### config.mk
export PLATFORM = sky130hd
export DESIGN_NAME = logic_unit_pipe
export DESIGN_NICKNAME = d
export VERILOG_FILES = /design/src/rtl/logic_unit_pipe.sv
export SDC_FILE = /design/constraint.sdc
export NUM_CORES = 1
export LEC_CHECK = 0
export CAP_MARGIN = 20
export CELL_PAD_IN_SITES_DETAIL_PLACEMENT = 1
export CELL_PAD_IN_SITES_GLOBAL_PLACEMENT = 1
export CORE_MARGIN = 3
export CORE_UTILIZATION = 30
export CTS_BUF_LIST = sky130_fd_sc_hd__clkbuf_8
export DETAILED_ROUTE_END_ITERATION = 16
export HOLD_SLACK_MARGIN = 0.08
export PLACE_DENSITY_LB_ADDON = 0.12
export SYNTH_ARGS = -nofsm -noshare
export SYNTH_HDL_FRONTEND = slang
export SYNTH_SLANG_ARGS = --single-unit
### constraint.sdc
create_clock -name clk -period 4.3 [get_ports clk]
set_clock_uncertainty 0.05 [all_clocks]
set_input_delay 0.43 -clock clk [delete_from_list [all_inputs] [get_ports clk]]
set_output_delay 0.43 -clock clk [all_outputs]
set_load 0.02 [all_outputs]
### src/rtl/logic_unit_pipe.sv
`default_nettype none
// ============================================================================
// Module      : logic_unit_pipe
// Description : Two-stage pipelined bitwise logic unit with valid/ready
//               handshakes on both sides, optional result chaining into
//               operand A, and registered result flags.
// Revision    : 1.0 - initial release
// ----------------------------------------------------------------------------
// Ports
//   clk        in   rising-edge clock
//   rst_n      in   asynchronous active-low reset
//   in_valid   in   upstream presents a transaction
//   in_ready   out  unit can accept a transaction this cycle
//   op         in   operation select (3 bits), sampled with a/b
//   chain      in   1 = previous result replaces operand A
//   a, b       in   operands, WIDTH bits
//   out_valid  out  result and flags valid
//   out_ready  in   downstream accepts the result
//   y          out  result, WIDTH bits
//   zero       out  y == 0
//   all_ones   out  y == all ones
//   parity     out  XOR-reduction of y
//   ones       out  number of set bits in y (CNT_W bits)
// ============================================================================
module logic_unit_pipe #(
  parameter  int WIDTH = 8,
  localparam int CNT_W = $clog2(WIDTH + 1)
) (
  input  logic             clk,
  input  logic             rst_n,
  input  logic             in_valid,
  output logic             in_ready,
  input  logic [2:0]       op,
  input  logic             chain,
  input  logic [WIDTH-1:0] a,
  input  logic [WIDTH-1:0] b,
  output logic             out_valid,
  input  logic             out_ready,
  output logic [WIDTH-1:0] y,
  output logic             zero,
  output logic             all_ones,
  output logic             parity,
  output logic [CNT_W-1:0] ones
);

  localparam logic [2:0] c_OP_AND  = 3'b000;
  localparam logic [2:0] c_OP_OR   = 3'b001;
  localparam logic [2:0] c_OP_XOR  = 3'b010;
  localparam logic [2:0] c_OP_XNOR = 3'b011;
  localparam logic [2:0] c_OP_NAND = 3'b100;
  localparam logic [2:0] c_OP_NOR  = 3'b101;
  localparam logic [2:0] c_OP_NOTA = 3'b110;
  localparam logic [2:0] c_OP_PASB = 3'b111;

  // Stage 1: captured transaction
  logic             r_s1_valid;
  logic [2:0]       r_s1_op;
  logic             r_s1_chain;
  logic [WIDTH-1:0] r_s1_a;
  logic [WIDTH-1:0] r_s1_b;

  // Stage 2: result, flags and chaining accumulator
  logic             r_s2_valid;
  logic [WIDTH-1:0] r_y;
  logic             r_zero;
  logic             r_all_ones;
  logic             r_parity;
  logic [CNT_W-1:0] r_ones;
  logic [WIDTH-1:0] r_acc;

  logic             w_s2_adv;
  logic             w_in_ready;
  logic [WIDTH-1:0] w_a_eff;
  logic [WIDTH-1:0] w_y;
  logic [CNT_W-1:0] w_ones;

  // Stage 2 can take a new value when empty or when its content leaves now.
  assign w_s2_adv   = !r_s2_valid || out_ready;
  // Stage 1 frees up when empty or when it moves into stage 2 this edge.
  assign w_in_ready = !r_s1_valid || w_s2_adv;

  // acc always holds the result of the transaction most recently loaded into
  // stage 2, i.e. the one just before stage 1 in acceptance order.
  always_comb begin
    w_a_eff = r_s1_chain ? r_acc : r_s1_a;
    case (r_s1_op)
      c_OP_AND:  w_y = w_a_eff & r_s1_b;
      c_OP_OR:   w_y = w_a_eff | r_s1_b;
      c_OP_XOR:  w_y = w_a_eff ^ r_s1_b;
      c_OP_XNOR: w_y = ~(w_a_eff ^ r_s1_b);
      c_OP_NAND: w_y = ~(w_a_eff & r_s1_b);
      c_OP_NOR:  w_y = ~(w_a_eff | r_s1_b);
      c_OP_NOTA: w_y = ~w_a_eff;
      c_OP_PASB: w_y = r_s1_b;
      default:   w_y = r_s1_b;
    endcase
  end

  always_comb begin
    w_ones = '0;
    for (int i = 0; i < WIDTH; i++) begin
      w_ones = w_ones + CNT_W'(w_y[i]);
    end
  end

  always_ff @(posedge clk or negedge rst_n) begin
    if (!rst_n) begin
      r_s1_valid <= 1'b0;
      r_s1_op    <= '0;
      r_s1_chain <= 1'b0;
      r_s1_a     <= '0;
      r_s1_b     <= '0;
    end else if (w_in_ready) begin
      r_s1_valid <= in_valid;
      if (in_valid) begin
        r_s1_op    <= op;
        r_s1_chain <= chain;
        r_s1_a     <= a;
        r_s1_b     <= b;
      end
    end
  end

  always_ff @(posedge clk or negedge rst_n) begin
    if (!rst_n) begin
      r_s2_valid <= 1'b0;
      r_y        <= '0;
      r_zero     <= 1'b0;
      r_all_ones <= 1'b0;
      r_parity   <= 1'b0;
      r_ones     <= '0;
      r_acc      <= '0;
    end else if (w_s2_adv) begin
      r_s2_valid <= r_s1_valid;
      if (r_s1_valid) begin
        r_y        <= w_y;
        r_zero     <= (w_y == '0);
        r_all_ones <= &w_y;
        r_parity   <= ^w_y;
        r_ones     <= w_ones;
        r_acc      <= w_y;
      end
    end
  end

  assign in_ready  = w_in_ready;
  assign out_valid = r_s2_valid;
  assign y         = r_y;
  assign zero      = r_zero;
  assign all_ones  = r_all_ones;
  assign parity    = r_parity;
  assign ones      = r_ones;

endmodule
`default_nettype wire
==> metrics <==
outcome=complete, no violations; Post-DP Area=3250 um^2; WL per Instance=~16 um; CTS Buffer Depth=2; min Tclk post-route=4140 ps; synth top area cells=dfrtp_1, ha_1, mux2_2; Hold WC Path Type=in -> async; share of Yosys cell area claimed by the top area cell type=0.339; Power Density=slightly above 600 nW/um^2; Worst-path clk slew=90 ps; R2R Setup Slk=160 ps; Reg area=between 900 and 1000 um^2; Critical Path Sink Type=flop; sequential element share of the synthesized area=0.339; share of post-route cells with drive strength above 1=0.250; Hold Violations, Final=0; Die Wd=101 um; Synth Instances=about 260; P&R area growth vs syn=27.0%; # DRC=0; I/O pins=around 40; Core Box Area=around 9000 um^2; worst-path cell chain=mux2i_1 > ha_1 > xnor2_1 > a221o_1 > a32oi_2 > inv_2 > fa_1 > fa_1 > fa_1 > inv_1 > ha_2 > inv_1 > fa_2 > xor2_1 > o21ai_0; number of global-route vias before repair=approximately 2200; Starting Density=0.312; startpoint class of the critical path=flop; Async SR Flop Fraction=1.00; Syn Nets=~320; final core utilization=0.396; clk_lat worst skew=around 300 ps; Ys Warns=0; Worst VDD drop=0.240 mV; Post-synth EDFFs=0; antenna-violating nets left=0; r2r worst-path depth=15; Tot Pwr=about 2.2 mW; Synth area leader=dfrtp_1; First-pass DRT Iterations=5; leakage=roughly 1.6 nW; post-synth cell types=between 50 and 60; Top FF cell, synth=dfrtp_1; Post-Syn Area per Cell=roughly 10 um^2; Largest delay share family, worst path=adder cells; global route overflow=0; RSZ-0062 raised after global routing=yes; Root Driver=clkbuf_8; Critical Path RT=between 4000 and 5000 ps; Max Cap Viol=0; initial antenna violation count=0; Total Routing Usage GR=0.137; CTS Sinks=37; area of the multi-input gates=around 1600 um^2; most frequent cell on the critical path=fa_1; port buffer count=40; pin count of the biggest net entering global routing=38; die area=10300 um^2; Iteration-0 DRC Markers=21; DR vias/cell=just under 5; fin area=around 3500 um^2; H-Tree Depth=2; crit-path max FO=2; Die H=between 100 and 150 um; Synth Cell Area=around 2700 um^2; fill count=995; Critical Setup Path Class=reg -> reg; HPWL Detailed=slightly above 5000 um; Crit path largest cell delay=530 ps; Final nets=370; Max Clock Freq=~0.24 GHz; Reg-to-Reg End=ones[2]; CTS tree=done; Buf/Inv on CP=3; period utilisation layout=0.963; cell row count=34; fin. max-slew vios=0; Slowest-stage cell, CP=fa_1; # diodes=0; count of final setup violators=0; CTS Hold Bufs=0; GPL Wtd Cong=between 0.7 and 0.8; FF-to-FF Start=r_s1_chain; critical path arrival=around 4300 ps; register bit total from synthesis=37; Worst-Margin Slew=between 900 and 1000 ps; slew margin rel.=0.366; Vias=between 2000 and 2500; WL final=roughly 6600 um; Num CTS Buffers=5; global-route wire length before repair=between 10000 and 15000 um
## where the power goes
part	total (mW)	switching [mW]	internal [mW]
Combinational	1.32	0.650	0.670
Clock	0.316	0.142	0.174
Sequential	0.521	0.0829	0.438
Total	2.16	0.875	1.28
## worst reg2reg max path: stages, from the launching register on
cell and delay, ps:
dfrtp_1 400, mux2i_1 270, ha_1 280, xnor2_1 130
a221o_1 340, a32oi_2 220, inv_2 70, fa_1 460
fa_1 530, fa_1 410, inv_1 70, ha_2 180
inv_1 50, fa_2 330, xor2_1 140, o21ai_0 150
## per-layer routing
layer | track usage | up-vias | part of all wire
met5 | 0 | - | 0
met4 | 0.0307 | 0 | 0.0053
met3 | 0.0289 | 4 | 0.039
met2 | 0.228 | 35 | 0.48
met1 | 0.183 | 1007 | 0.47
li1 | - | 1008 | -
## placed cells by master (no fill, tap or decap), types with 2 or more instances in the layout
cell / count
o31ai_1: 2
o21ai_1: 2
nand4_1: 2
nor4_1: 2
mux2_2: 26
dfrtp_1: 37
mux2i_4: 2
a32oi_2: 2
o21ai_0: 8
o211ai_1: 2
a21oi_1: 3
and3b_1: 2
and2_1: 6
inv_1: 28
xnor2_1: 5
a32oi_1: 3
nor2_2: 2
a31oi_2: 4
and2b_1: 2
clkbuf_8: 5
fa_1: 3
a22oi_1: 4
mux2_1: 2
mux2i_1: 6
ha_1: 26
nand2b_1: 11
buf_4: 19
clkdlybuf4s50_1: 39
nand2_1: 15
nor2_1: 14
## cell type report
cell class,count,area share
clock inverters,3,0.0126
clock buffers,5,0.0198
inverters,29,0.0314
well taps,108,0.0390
repair buffers,60,0.159
multi-input cells,182,0.471
flip-flops and latches,37,0.267
## kinds of logic after synthesis
group                      after synthesis  share of synthesized area
and+or+nand+nor                         68                      0.139
muxes                                   37                      0.148
xor gates and xnor gates                 6                     0.0192
buffers and inverters                   43                     0.0792
DFF                                     37                      0.339
adders and majority gates               31                      0.153
AOI/OAI and AO/OA                       40                      0.122
## through the flow
stage          TNS [ps]  worst slack [ps]  cells  hold slack [ps]
3_5_place_dp      -51.7             -51.7    409              424
5_1_grt            -123             -65.7    424              267
6_report              0               159    424              187
2_1_floorplan         0              62.5    262             84.4
3_3_place_gp          0              46.2    409              417
4_1_cts               0              20.4    417              236
## cells in the mapped netlist (2+ instances only)
cell	number
buf_6	5
nand4_1	2
inv_1	29
nand2_1	15
nand2b_1	11
and2_1	6
o21ai_0	9
mux2_1	2
nor2_2	2
a32oi_2	2
o211ai_1	2
nor2_1	14
and2b_1	2
a32oi_1	3
fa_1	4
a22oi_1	4
or2_1	2
a31oi_2	4
a21oi_1	3
and4_1	2
o31ai_1	2
and3b_1	2
mux2_2	26
ha_1	27
mux2i_1	9
nor4_1	2
buf_4	3
buf_2	5
dfrtp_1	37
xnor2_1	5
## sequential cells by signal, summed over array words and instances (netlist names)
| name | count |
|---|---|
| r_s1_op | 3 |
| out_valid | 1 |
| r_s1_valid | 1 |
| parity | 1 |
| r_s1_b | 8 |
| zero | 1 |
| r_s1_chain | 1 |
| r_s1_a | 8 |
| ones | 4 |
| r_acc | 8 |
| all_ones | 1 |
## timing repair
action,in CTS,in global routing
buffers inserted,0,7
endpoints found under the setup margin,2,3
pin swaps,1,9
resized for setup,2,12
## how the worst max path moves through the flow
stage	end	start	cells past startpoint	slack, ps
after floorplan	ones[2]	r_s1_chain	16	60
after global placement	ones[2]	r_s1_chain	16	50
after detailed placement	ones[2]	r_s1_chain	16	-50
final	ones[2]	r_s1_chain	15	160
after CTS	ones[2]	r_s1_chain	17	20
after global routing	ones[1]	r_s1_chain	14	-70
(Power assumes the default switching activity.)
